<file path="src/rtl/sine_pkg.sv">
// Shared definitions for the sine phase sequencer: quadrant encoding and
// default LUT/accumulator geometry.
package sine_pkg;

  localparam int DEF_ADDR_W = 6;
  localparam int DEF_ACC_W  = 16;

  typedef enum logic [1:0] {
    Q1 = 2'b00,
    Q2 = 2'b01,
    Q3 = 2'b10,
    Q4 = 2'b11
  } quad_t;

endpackage

</file>
<file path="src/rtl/sine_phase_sequencer_phase_accumulator.sv">
// Wrapping phase accumulator; carry flags the increment that crosses a full
// period so the sequencer can time wrap pulses and tuning-word swaps.
module phase_accumulator #(
  parameter int ACC_W = 16
) (
  input  logic             clk,
  input  logic             rst,
  input  logic             en,
  input  logic [ACC_W-1:0] inc,
  output logic [ACC_W-1:0] acc,
  output logic             carry
);

  logic [ACC_W-1:0] acc_reg;
  logic [ACC_W:0]   sum_next;

  assign sum_next = {1'b0, acc_reg} + {1'b0, inc};
  assign acc      = acc_reg;
  assign carry    = en & sum_next[ACC_W];

  always_ff @(posedge clk) begin
    if (rst) begin
      acc_reg <= '0;
    end else if (en) begin
      acc_reg <= sum_next[ACC_W-1:0];
    end
  end

endmodule

</file>
<file path="src/rtl/sine_phase_sequencer.sv">
// Quarter-wave sine LUT sequencer (DDS). Optional phase offset input is
// enabled with the PHASE_OFFSET_EN macro.
module sine_phase_sequencer
  import sine_pkg::*;
#(
  parameter int               ADDR_W  = DEF_ADDR_W,
  parameter int               ACC_W   = DEF_ACC_W,
  parameter logic [ACC_W-1:0] DEF_FTW = {{(ACC_W-1){1'b0}}, 1'b1} << (ACC_W-ADDR_W-2)
) (
  input  logic              clk,
  input  logic              rst,
  input  logic              en,
  input  logic              ftw_valid,
  input  logic [ACC_W-1:0]  ftw,
`ifdef PHASE_OFFSET_EN
  input  logic [ACC_W-1:0]  phase_off,
`endif
  output logic              ftw_ready,
  output logic [ADDR_W-1:0] addr,
  output logic              phase_pos,
  output logic              sign_bit,
  output logic [1:0]        quadrant,
  output logic              addr_valid,
  output logic              wrap
);

  logic [ACC_W-1:0]  ftw_act_reg;
  logic [ACC_W-1:0]  ftw_pend_reg;
  logic              pend_valid_reg;
  logic [ACC_W-1:0]  acc;
  logic              carry;
  logic [ACC_W-1:0]  ph;
  quad_t             quad_next;
  quad_t             quad_reg;
  logic [ADDR_W-1:0] idx;
  logic [ADDR_W-1:0] addr_next;
  logic [ADDR_W-1:0] addr_reg;
  logic              addr_valid_reg;
  logic              wrap_reg;
  logic              after_carry_reg;
  logic              accept;

  phase_accumulator #(.ACC_W(ACC_W)) u_acc (
    .clk   (clk),
    .rst   (rst),
    .en    (en),
    .inc   (ftw_act_reg),
    .acc   (acc),
    .carry (carry)
  );

`ifdef PHASE_OFFSET_EN
  assign ph = acc + phase_off;
`else
  assign ph = acc;
`endif

  assign quad_next = quad_t'(ph[ACC_W-1 -: 2]);
  assign idx       = ADDR_W'(ph >> (ACC_W-ADDR_W-2));
  // Descending quadrants walk the quarter-wave table backwards.
  assign addr_next = quad_next[0] ? ~idx : idx;

  assign ftw_ready = ~pend_valid_reg;
  assign accept    = ftw_valid & ftw_ready;

  always_ff @(posedge clk) begin
    if (rst) begin
      ftw_act_reg     <= DEF_FTW;
      ftw_pend_reg    <= '0;
      pend_valid_reg  <= 1'b0;
      quad_reg        <= Q1;
      addr_reg        <= '0;
      addr_valid_reg  <= 1'b0;
      wrap_reg        <= 1'b0;
      after_carry_reg <= 1'b0;
    end else begin
      addr_valid_reg <= en;
      wrap_reg       <= en & after_carry_reg;
      if (en) begin
        quad_reg        <= quad_next;
        addr_reg        <= addr_next;
        after_carry_reg <= carry;
      end
      // While idle the frequency can change without glitching, so load directly.
      if (accept && !en) begin
        ftw_act_reg <= ftw;
      end else if (accept) begin
        ftw_pend_reg   <= ftw;
        pend_valid_reg <= 1'b1;
      end else if (pend_valid_reg && en && (carry || ftw_act_reg == '0)) begin
        ftw_act_reg    <= ftw_pend_reg;
        pend_valid_reg <= 1'b0;
      end
    end
  end

  assign addr       = addr_reg;
  assign quadrant   = quad_reg;
  assign phase_pos  = quad_reg[0];
  assign sign_bit   = quad_reg[1];
  assign addr_valid = addr_valid_reg;
  assign wrap       = wrap_reg;

endmodule
</file>
<file path="config.mk">
export PLATFORM = sky130hd
export DESIGN_NAME = sine_phase_sequencer
export DESIGN_NICKNAME = d
export VERILOG_FILES = /design/src/rtl/sine_pkg.sv /design/src/rtl/sine_phase_sequencer_phase_accumulator.sv /design/src/rtl/sine_phase_sequencer.sv
export SDC_FILE = /design/constraint.sdc
export NUM_CORES = 1
export LEC_CHECK = 0
export CAP_MARGIN = 20
export CORE_UTILIZATION = 56
export CTS_CLUSTER_SIZE = 10
export DETAILED_ROUTE_END_ITERATION = 10
export PLACE_DENSITY = 0.89
export SLEW_MARGIN = 5
export SYNTH_ARGS = -nofsm -noshare
export SYNTH_HDL_FRONTEND = slang
export SYNTH_SLANG_ARGS = --single-unit
export TNS_END_PERCENT = 20
</file>
<file path="constraint.sdc">
create_clock -name clk -period 3.05 [get_ports clk]
set_clock_uncertainty 0.15 [all_clocks]
set_input_delay 0.4575 -clock clk [delete_from_list [all_inputs] [get_ports clk]]
set_output_delay 0.4575 -clock clk [all_outputs]
set_load 0.005 [all_outputs]
</file>
==> results.cfg, run 1 <==
[floorplan]
die-area_um2 = 5815
ioPinCount = 33
core.rowCount = 26
die_width_um = 76.26
die_y_um = 76.26
coreArea_um2 = 5205
start_util_pct = 59.33

[cts]
numCtsBuffers = 9
cts_num_sinks = 60
cts_tree = done
clockRootBuffer = clkbuf_8
insertion_delay_ns = 0.34
clock_path_buffers = 2
post_cts_buffers = 0
cts_hold_buf = 0
cts-resized-gates = 0
h-tree-depth = 3
path_clk_slew_ns = 0.06

[sta]
finalSetupTns_ns = 0
fin_ws_ns = 0.2638
setup_violations = 0
fin_crit_ns = 2.786
fin_crit_sh_pct = 91.35
clock.fmax_mhz = 358.9
hold_slack_ns = 0.3082
rsz0062_at_grt = no
finalHoldViolations = 0
slew_headroom_pct = 59.43
slew_violations = 0
tightest_slew_ns = 0.6086

[route]
vias_per_cell = 5.857
finalWirelength_um = 6651
drt-initial-drc-count = 145
post-route-drc-count = 0
wl_per_cell_um = 14.37
vias = 2712
first_pass_iters = 5
ant_nets = 0

[global_routing]
grt_usage_pct = 24.98
grt.overflow.total = 0
grt_pass1_wl_um = 11520
grt_pass1_vias = 2553
antenna_found_initial = 0
grt_max_degree = 47

[setup_path]
end_kind = flop
required_ns = 3.12
r2r_end = ftw_act_reg[14]$_SDFFE_PP0P_
path_class = flop to flop
cp_data_arrival_time_ns = 2.85
r2r_cells = 9
start_kind = flop
rr_startpoint = ftw_act_reg[0]$_SDFFE_PP0P_
rrSetupSlack_ns = 0.26
path_max_fanout = 18

[cells_and_area]
final_util_pct = 69.88
nNetsFinal = 425
fill_cells = 428
area_growth_pct = 17.79
antennaDiodeCount = 0
final_layout_size_suffix_gt1_share_pct = 6.616

[synthesis]
yosysUniqueCellTypes = 45
synth_top_cell_by_area = dfxtp_1
synthArstFlopShare_pct = 0
netlist_top_cells_area = dfxtp_1 (39%), a21oi_1 (8.3%), mux2i_1 (8.1%)
synth_top_area_share_pct = 38.90
yosysWarnings = 0
synth_common_cells = dfxtp_1 (60), a21oi_1 (51), nand2_1 (49)
synth_edf_count = 0
synth_ff_type = dfxtp_1
synth-seq-cells = 60
synth_most_common_cell = dfxtp_1
synth_cells = 363
ys_seq_area_share_pct = 38.90
syn_nets = 400
syn_area_per_cell_um2 = 8.507
synth_area_um2 = 3088

[power]
p_per_area_nw_per_um2 = 540.0
ir_drop_mv = 0.3313
p_leak_nw = 1.538

[placement]
numPortBuffers = 32
preCtsSetupSlack_ns = 0.3222
dp_hpwl_um = 4556
gp_congestion = 0.9278

[worst_hold_path]
min_to = ftw_pend_reg[2]$_SDFFE_PP0P_
holdCritPathClass = flop to flop
holdPathStages = 2
hold_start = ftw_pend_reg[2]$_SDFFE_PP0P_

[flow_run]
drv_cap = 0

[status]
status = complete, no violations
==> placed cells by master (no fill, tap or decap), types with 7 or more instances in the layout <==
cell type and count:
nor3_1 7, xnor2_1 11, a21o_1 8, nor2_1 26, o21ai_0 22, ha_1 16
mux2i_1 25, buf_4 7, a21oi_1 51, clkdlybuf4s50_1 32, nand2_1 49, dfxtp_1 60
a211oi_1 9, clkbuf_8 10
==> metal layers <==
metal	GRT usage [%]	wire, um	vias up
li1	-	-	1354
met1	29.44	2921	1221
met2	40.72	3141	117
met3	7.305	430	20
met4	13.65	158	0
met5	0	0	-
==> power by group <==
| part | internal [mW] | switching [mW] |
|---|---|---|
| sequential | 0.835 | 0.0396 |
| combinational | 0.140 | 0.166 |
| clock | 0.481 | 0.301 |
==> worst max-delay path, cell delays in order, from the launching register on <==
cell	delay, ns
dfxtp_1	0.33
ha_1	0.23
fa_1	0.45
a211oi_1	0.40
o211ai_2	0.15
nand4b_1	0.15
a311o_1	0.17
buf_4	0.29
mux2i_1	0.25
a21oi_1	0.09
==> logic make-up (layout without fill, tap and decap cells) <==
kind of cell / after synthesis / in the layout / synth area share [%]
XOR/XNOR: 16 / 16 / 4.538
flip-flops: 60 / 60 / 38.90
AO/OA/AOI/OAI: 107 / 107 / 20.91
multiplexers: 25 / 25 / 8.104
adder cells (fa/ha/maj): 17 / 17 / 7.131
AND/OR/NAND/NOR: 107 / 107 / 15.52
buffers and inverters: 31 / 61 / 4.902
==> through the flow <==
step / total power [mW] / cells / area (um^2)
after floorplan: 1.094 / 363 / 3088
after global placement: 1.180 / 447 / 3420
after detailed placement: 1.192 / 447 / 3420
after CTS: 1.978 / 463 / 3637
after global routing: 2.062 / 463 / 3637
final: 1.964 / 463 / 3637
==> final cells by class <==
cell class / count / area, um^2 / share of cell area (%)
clock buffers: 12 / 145.1 / 3.990
clock inverters: 4 / 72.57 / 1.995
inverters: 6 / 22.52 / 0.6192
multi-input cells: 272 / 1735 / 47.71
flip-flops and latches: 60 / 1201 / 33.02
well taps: 70 / 87.58 / 2.408
repair buffers: 39 / 372.9 / 10.25
==> worst max-delay path by stage <==
stage / from / endpoint / slack (ns) / depth (start not counted)
after floorplan: ftw_act_reg[0]$_SDFFE_PP0P_ / ftw_act_reg[10]$_SDFFE_PP0P_ / 0.60 / 10
after global placement: ftw_act_reg[0]$_SDFFE_PP0P_ / ftw_act_reg[1]$_SDFFE_PP0P_ / 0.46 / 9
after detailed placement: ftw_act_reg[0]$_SDFFE_PP0P_ / ftw_act_reg[14]$_SDFFE_PP0P_ / 0.32 / 9
after CTS: ftw_act_reg[0]$_SDFFE_PP0P_ / ftw_act_reg[14]$_SDFFE_PP0P_ / 0.31 / 9
after global routing: ftw_act_reg[0]$_SDFFE_PP0P_ / u_acc.acc[14]$_SDFFE_PP0P_ / 0.1 / 8
final: ftw_act_reg[0]$_SDFFE_PP0P_ / ftw_act_reg[14]$_SDFFE_PP0P_ / 0.26 / 9
(Power assumes the default switching activity.)
==> run 2: changes to the inputs <==
--- a/config.mk
+++ b/config.mk
@@ -9,6 +9,7 @@
 export CORE_UTILIZATION = 56
 export CTS_CLUSTER_SIZE = 10
 export DETAILED_ROUTE_END_ITERATION = 10
+export HOLD_SLACK_MARGIN = 0.03
 export PLACE_DENSITY = 0.89
 export SLEW_MARGIN = 5
 export SYNTH_ARGS = -nofsm -noshare
==> constraint.sdc (replaced) <==
create_clock -name clk -period 3.2 [get_ports clk]
set_clock_uncertainty 0.15 [all_clocks]
set_input_delay 0.48 -clock clk [delete_from_list [all_inputs] [get_ports clk]]
set_output_delay 0.48 -clock clk [all_outputs]
set_load 0.005 [all_outputs]
==> results.cfg, run 2 (synthesis gave the netlist of run 1 again) <==
[sta]
fin_crit_sh_pct = 84.31
fin_ws_ns = 0.5020
finalSetupTns_ns = 0
slew_violations = 0
finalHoldViolations = 0
slew_headroom_pct = 56.35
fin_crit_ns = 2.698
tightest_slew_ns = 0.6548
setup_violations = 0
hold_slack_ns = 0.3098
rsz0062_at_grt = no
clock.fmax_mhz = 370.6

[cts]
h-tree-depth = 3
cts-resized-gates = 0
path_clk_slew_ns = 0.07
insertion_delay_ns = 0.35
clock_path_buffers = 2
cts_hold_buf = 0
numCtsBuffers = 9
cts_num_sinks = 60
post_cts_buffers = 0
clockRootBuffer = clkbuf_8
cts_tree = done

[setup_path]
crit_top_cell = o21ai_0
crit_chain = ha_1, fa_1, a211oi_1, o21ai_0, a21oi_1, o21ai_0, a2111o_1, nand4_1
path_class = flop to flop
rr_startpoint = ftw_act_reg[0]$_SDFFE_PP0P_
end_kind = flop
cp_data_arrival_time_ns = 2.84
required_ns = 3.34
cp_slowest_stage_delay_ns = 0.44
r2r_cells = 8
crit_slowest_cell = fa_1
r2r_end = u_acc.acc[14]$_SDFFE_PP0P_
path_max_fanout = 3
rrSetupSlack_ns = 0.50
start_kind = flop
critPathCapture = u_acc.acc[14]$_SDFFE_PP0P_
startpoint = ftw_act_reg[0]$_SDFFE_PP0P_

[placement]
preCtsSetupSlack_ns = 0.5337
dpl_cell_area_um2 = 3397
numPortBuffers = 32
gp_congestion = 0.9350
dp_hpwl_um = 4552
dp_cells = 444

[cells_and_area]
design_area_um2 = 3615
layout_commonest_cell = dfxtp_1
final_util_pct = 69.45
nNetsFinal = 422
layoutNonFillerInstCount = 460
antennaDiodeCount = 0
area_growth_pct = 17.06
fill_cells = 431
final_cell_mix = dfxtp_1 (60), a21oi_1 (51), nand2_1 (49)
final_layout_size_suffix_gt1_share_pct = 5.897

[global_routing]
busiest_layer = met2
globalRouteMet3Util_pct = 6.826
grt.overflow.total = 0
antenna_found_initial = 0
met1_usage_pct = 29.68
grt_usage_pct = 24.65
grt_max_degree = 47
grt_pass1_wl_um = 11420
grt_pass1_vias = 2565
met2_usage_pct = 41.53

[floorplan]
start_util_pct = 59.33
die_width_um = 76.26
coreArea_um2 = 5205
core.rowCount = 26
die-area_um2 = 5815
die_y_um = 76.26
ioPinCount = 33

[route]
post-route-drc-count = 0
wl_per_cell_um = 14.36
ant_nets = 0
drt-initial-drc-count = 201
finalWirelength_um = 6605
first_pass_iters = 4
vias_per_cell = 5.820
vias = 2677

[power]
power_mw = 1.878
ir_drop_mv = 0.4071
p_leak_nw = 1.523
p_per_area_nw_per_um2 = 519.5

[status]
status = complete, no violations

[worst_hold_path]
hold_start = ftw_pend_reg[13]$_SDFFE_PP0P_
holdCritPathClass = flop to flop
holdPathStages = 2

[flow_run]
drv_cap = 0
run 2: how the worst min path moves through the flow:
stage	to	slack, ns
2_1_floorplan	wrap$_SDFF_PP0_	0.28
3_3_place_gp	ftw_pend_reg[7]$_SDFFE_PP0P_	0.29
3_5_place_dp	ftw_pend_reg[4]$_SDFFE_PP0P_	0.30
5_1_grt	ftw_pend_reg[9]$_SDFFE_PP0P_	0.32
6_report	ftw_pend_reg[13]$_SDFFE_PP0P_	0.31
4_1_cts	ftw_pend_reg[2]$_SDFFE_PP0P_	0.31
run 2: power by group:
part           internal, mW  total [mW]  switching (mW)  leakage (nW)
registers             0.796       0.837          0.0407         0.492
clock network         0.459       0.757           0.299         0.107
logic                 0.130       0.284           0.154         0.925
run 2: worst max-delay path: cells and delay by family (launching register included):
family / cells / cell delay, ns
AOI/OAI and AO/OA: 5 / 1.42
adders and majority gates: 2 / 0.67
DFF: 1 / 0.33
and+or+nand+nor: 1 / 0.07
run 2: final cells by class:
| cell class | instances | area (um^2) | area share (%) |
|---|---|---|---|
| clock buffers | 12 | 145.1 | 4.015 |
| clock inverters | 4 | 72.57 | 2.008 |
| inverters | 6 | 22.52 | 0.6231 |
| multi-input cells | 272 | 1735 | 48.01 |
| flip-flops and latches | 60 | 1201 | 33.23 |
| well taps | 70 | 87.58 | 2.423 |
| repair buffers | 36 | 350.3 | 9.692 |
run 2: metal layers:
metal | part of all wire (%) | up-vias
met5 | 0 | -
met4 | 2.1 | 0
met3 | 6.2 | 19
met2 | 47 | 102
met1 | 44 | 1207
li1 | - | 1349
